==> src/rtl/scc68070_bus_responder.sv <==
// Target-side SCC68070 bus responder: one backing-memory transaction per CPU access, ack pulse, watchdog.
// Optional bus-error timeout is compiled in with `define SCC_BUS_TIMEOUT_EN.
module scc68070_bus_responder #(
   parameter int unsigned MIN_WAIT = 1,
   parameter int unsigned TIMEOUT  = 255
) (
   input  logic        clk,
   input  logic        reset,
   input  logic        as,
   input  logic        lds,
   input  logic        uds,
   input  logic        write_strobe,
   input  logic [22:0] addr,
   input  logic [15:0] cpu_wdata,
   output logic [15:0] cpu_rdata,
   output logic        bus_ack,
   output logic        bus_err,
   output logic        mem_req,
   output logic        mem_we,
   output logic [1:0]  mem_be,
   output logic [22:0] mem_addr,
   output logic [15:0] mem_wdata,
   input  logic        mem_ready,
   input  logic [15:0] mem_rdata
);

   localparam int unsigned CNT_W    = (TIMEOUT < 1) ? 1 : $clog2(TIMEOUT + 1);
   // wait_cnt saturates at TIMEOUT, so the ack threshold must never exceed it
   localparam int unsigned WAIT_TGT = (MIN_WAIT + 1 > TIMEOUT) ? TIMEOUT : MIN_WAIT + 1;
   localparam logic [CNT_W-1:0] CNT_MAX = CNT_W'(TIMEOUT);
   localparam logic [CNT_W-1:0] CNT_TGT = CNT_W'(WAIT_TGT);

   typedef enum logic [1:0] {S_IDLE, S_WAIT, S_ACK, S_DRAIN} state_t;

   state_t           state;
   logic [CNT_W-1:0] wait_cnt;
   logic             done;
   logic             pending;
   logic             ready_c;
   logic             done_c;

   // only a response to our own outstanding request counts
   assign ready_c = mem_ready && pending;
   assign done_c  = done || ready_c;

`ifdef SCC_BUS_TIMEOUT_EN
   logic [CNT_W-1:0] tmo_cnt;
`else
   assign bus_err = 1'b0;
`endif

   always_ff @(posedge clk or posedge reset) begin
      if (reset) begin
         state     <= S_IDLE;
         wait_cnt  <= '0;
         done      <= 1'b0;
         pending   <= 1'b0;
         cpu_rdata <= 16'h0000;
         bus_ack   <= 1'b0;
         mem_req   <= 1'b0;
         mem_we    <= 1'b0;
         mem_be    <= 2'b00;
         mem_addr  <= '0;
         mem_wdata <= '0;
`ifdef SCC_BUS_TIMEOUT_EN
         tmo_cnt   <= '0;
         bus_err   <= 1'b0;
`endif
      end else begin
         mem_req <= 1'b0;
         bus_ack <= 1'b0;
`ifdef SCC_BUS_TIMEOUT_EN
         bus_err <= 1'b0;
`endif
         case (state)
            S_IDLE: begin
               if (as) begin
                  mem_addr  <= addr;
                  mem_we    <= write_strobe;
                  mem_wdata <= cpu_wdata;
                  wait_cnt  <= '0;
`ifdef SCC_BUS_TIMEOUT_EN
                  tmo_cnt   <= '0;
`endif
                  // a write with no strobes completes without touching memory
                  if (write_strobe && !lds && !uds) begin
                     mem_be  <= 2'b00;
                     done    <= 1'b1;
                     pending <= 1'b0;
                  end else begin
                     mem_be  <= (lds || uds) ? {uds, lds} : 2'b11;
                     mem_req <= 1'b1;
                     done    <= 1'b0;
                     pending <= 1'b1;
                  end
                  state <= S_WAIT;
               end
            end
            S_WAIT: begin
               if (wait_cnt != CNT_MAX) wait_cnt <= wait_cnt + CNT_W'(1);
`ifdef SCC_BUS_TIMEOUT_EN
               if (tmo_cnt != CNT_MAX) tmo_cnt <= tmo_cnt + CNT_W'(1);
`endif
               if (ready_c) begin
                  pending <= 1'b0;
                  done    <= 1'b1;
               end
               if (!as) begin
                  state <= (pending && !mem_ready) ? S_DRAIN : S_IDLE;
               end else begin
                  if (ready_c && !mem_we) cpu_rdata <= mem_rdata;
                  if (done_c && wait_cnt >= CNT_TGT) begin
                     bus_ack <= 1'b1;
                     state   <= S_ACK;
                  end
`ifdef SCC_BUS_TIMEOUT_EN
                  else if (!done_c && tmo_cnt == CNT_MAX) begin
                     bus_ack   <= 1'b1;
                     bus_err   <= 1'b1;
                     cpu_rdata <= 16'hFFFF;
                     state     <= S_ACK;
                  end
`endif
               end
            end
            S_ACK: begin
               // a timed-out request may still be outstanding here
               if (mem_ready) pending <= 1'b0;
               state <= (pending && !mem_ready) ? S_DRAIN : S_IDLE;
            end
            S_DRAIN: begin
               if (mem_ready) begin
                  pending <= 1'b0;
                  state   <= S_IDLE;
               end
            end
            default: state <= S_IDLE;
         endcase
      end
   end

endmodule

==> config.mk <==
export PLATFORM = sky130hd
export DESIGN_NAME = scc68070_bus_responder
export DESIGN_NICKNAME = d
export VERILOG_FILES = /design/src/rtl/scc68070_bus_responder.sv
export SDC_FILE = /design/constraint.sdc
export NUM_CORES = 1
export LEC_CHECK = 0
export BUFFER_PORTS_ARGS = -buffer_cell sky130_fd_sc_hd__buf_2
export CAP_MARGIN = 20
export CORE_MARGIN = 5
export CORE_UTILIZATION = 48
export CTS_CLUSTER_DIAMETER = 60
export DETAILED_ROUTE_END_ITERATION = 8
export GPL_TIMING_DRIVEN = 0
export MAX_ROUTING_LAYER = met4
export PLACE_DENSITY_LB_ADDON = 0.1
export SYNTH_ARGS = -nofsm -noshare
export SYNTH_HDL_FRONTEND = slang
export SYNTH_SLANG_ARGS = --single-unit
==> constraint.sdc <==
create_clock -name clk -period 2.85 [get_ports clk]
set_input_delay 0.4275 -clock clk [delete_from_list [all_inputs] [get_ports clk]]
set_output_delay 0.4275 -clock clk [all_outputs]
set_load 0.01 [all_outputs]
==> results.md <==
- Status: finished clean
- Unique cell type count in the Yosys netlist: 43
- Core area: between 6000 and 7000 µm²
- GRT Overall Usage: 0.188
- Clock power share: 0.223
- First-pass GRT wire length: roughly 11000 µm
- Worst-skew pair later-pin latency: approximately 0.33 ns
- Switching power: 1.55 mW
- Reg power frac: 0.395
- PortBufs: ~120
- Top_reg_cell synth: dfrtp_1
- Die width: 89.2 µm
- Fin nets: 495
- Total gr overflow: 0
- Cell chain of the critical path: buf_2 -> nand2b_4 -> nor2_1 -> clkbuf_1 -> nand2_1 -> nand2_1
- Tightest Hold Check Type: input pin to async pin
- Synth top area cells: dfrtp_1, nand2_1, mux2_4, mux2_2, nor2_1
- Top post-synthesis cells by count: nand2_1, dfrtp_1, nor2_1, mux2_4, clkbuf_1
- Filler cell count in the final layout: ~530
- Crit path required time: between 3 and 4 ns
- Slew HR: 0.417
- EDFF count, synth: 0
- Postcts setup bufs: 0
- Peak supply drop: approximately 0.5 mV
- Cell Area, Placed: ~3700 µm²
- Mapped cell area: roughly 3000 µm²
- Initial Util: 0.500
- Critical path class: flop to flop
- Fin. max-slew vios: 0
- RePlAce Congestion: just under 0.9
- Pin count of the biggest net entering global routing: 73
- WP data arrival: between 2 and 2.5 ns
- ANT cells: 0
- Period utilization: 0.677
- Max Cap Violations: 0
- Row count: 28
- CP delay by family, top: simple AND/OR/NAND/NOR gates
- H-tree depth: 3
- Most common cell type on the critical path: nand2_1
- Total power: roughly 4.4 mW
- Initial DRC count: 105
- Comb power frac: 0.381
- Share of post-route cells with drive strength above 1: 0.372
- Placed insts: 495
- Final WL: 6930 µm
- Vias in the first global route: 2453
- Worst-margin pin slew: roughly 0.87 ns
- Final setup viols: 0
- Worst Path Buf+Inv: 2
- Warnings from Yosys: 0
- Achievable frequency: ~520 MHz
- Vias: 2453
- DRC viols: 0
- Design area: between 3000 and 4000 µm²
- Setup crit start kind: flop
- Share of the synthesized area in the top cell type: 0.598
- Leading area contributor after synthesis: dfrtp_1
- Die Ht: 89.2 µm
- Net Count, Synth: about 360
- Clk_skew: 0.00524 ns
- CP max FO: 10
- Int Power: roughly 2.8 mW
- Seq/Total Area, Yosys: 0.598
- Clock slew at reported path FFs: 0.07 ns
- Fin. Hold Viols: 0
- CTS resizes: 0
- I/O Pins: 123
- Slowest stage cell, crit path: nor2_1
- Critical Path End Type: flop
- Synth-to-layout area growth: 31.4%
- Gate Count Post-Synth: around 300
- Initial antenna violation count: 0
- CTS Hold Bufs: 0
- Min Hold Slack: around 0.26 ns
- Post-DP HPWL: a little over 5000 µm
- Post-DRT Antenna Nets: 0
- Tmin final: a little under 2 ns
- Die area: around 8000 µm²
- Pre-Repair DR Iteration Count: 4
- Clock Path Buffers: 2
- TritonCTS clock tree: built
- Static Leak: between 2 and 2.5 nW
- CTS buffer count: 9
- Most common cell in the netlist: nand2_1
- Finished Layout Cells: approximately 500
- Switching part of the total: 0.355
- Async SR Flop Fraction: 1.00
- Sink Count: a little over 70
- RSZ-0062 raised after global routing: false
- CP max stage delay: 0.55 ns
- Root Driver: clkbuf_8
- Power Density: 1100 nW/µm²
- Routed WL per cell: around 14 µm
- Synthesis-stage register bit count: around 70
- Syn Area/Cell: 10.1 µm²
- Vias per std cell: approximately 4.8
[final timing paths]
check | startpoint | to | slack (ns) | cells past startpoint
setup / recovery | state[1]$_DFFE_PP0P_ | mem_addr[4]$_DFFE_PP0P_ | 0.92 | 6
hold reg to reg | mem_be[1]$_DFFE_PP0P_ | mem_be[1]$_DFFE_PP0P_ | 0.46 | 2
setup reg to reg | state[1]$_DFFE_PP0P_ | mem_addr[4]$_DFFE_PP0P_ | 0.92 | 6
min in group clk | addr[2] | mem_addr[2]$_DFFE_PP0P_ | 0.28 | 3
hold / removal | reset | mem_addr[18]$_DFFE_PP0P_ | 0.26 | 2
max in group asynchronous | reset | mem_addr[7]$_DFFE_PP0P_ | 2.00 | 2
[routing by layer]
metal	vias up	track usage	wire, µm
met5	-	-	0
met2	87	0.299	3260
met1	1129	0.230	2910
li1	1228	-	-
met3	9	0.0433	626
met4	0	0.0812	134
[cell type report]
class	count	area (µm²)	area share
multi-input combinational	210	1110	0.280
buffer	14	88.8	0.0224
clock inverter	5	104	0.0262
inverter	3	16.3	0.00411
clock buffer	11	141	0.0357
tap	75	93.8	0.0237
timing repair buffer	121	606	0.153
sequential	72	1800	0.455
[per-stage QoR]
| step | setup TNS, ns | worst slack [ns] | util |
|---|---|---|---|
| after global routing | 0 | 0.740 | 0.657 |
| final | 0 | 0.922 | 0.657 |
| after global placement | -18.08 | -0.254 | 0.616 |
| after detailed placement | 0 | 0.921 | 0.616 |
| after floorplan | 0 | 0.598 | - |
| after CTS | 0 | 0.915 | 0.657 |
[cells in the final DEF, fill, tap and decap left out, types with 2 or more instances in the layout]
cell,n
clkbuf_1,10
o21bai_1,2
inv_4,2
nor4_1,2
bufinv_16,3
nor2_1,11
a21oi_1,6
nor3_1,3
buf_2,122
mux2_2,4
nand3_1,5
nand4_1,2
mux2_4,10
ha_1,2
o21ai_0,7
nand2_1,130
o41ai_1,2
clkbuf_8,10
dfrtp_1,72
mux2_1,2
nand2b_1,2
buf_6,2
[power groups by stage]
stage	Clock [mW]	Sequential, mW	Combinational (mW)
4_1_cts	0.993	1.73	1.70
3_3_place_gp	0	1.72	1.65
2_1_floorplan	0	1.93	0.810
6_report	0.974	1.72	1.66
3_5_place_dp	0	1.74	1.69
5_1_grt	1.05	1.79	1.87
[kinds of logic after synthesis]
kind of cell / share of synthesized area
AND/OR/NAND/NOR: 0.223
flip-flops: 0.598
AO/OA/AOI/OAI: 0.0565
multiplexers: 0.0756
buffers and inverters: 0.0341
adder cells (fa/ha/maj): 0.00830
other: 0.00124
XOR/XNOR: 0.00291
[registers in the layout, summed over array words and instances, names as in the netlist]
signal / flops
pending: 1
mem_addr: 23
done: 1
mem_wdata: 16
mem_be: 2
mem_we: 1
mem_req: 1
state: 2
wait_cnt: 8
cpu_rdata: 16
bus_ack: 1
(Power assumes the default switching activity.)
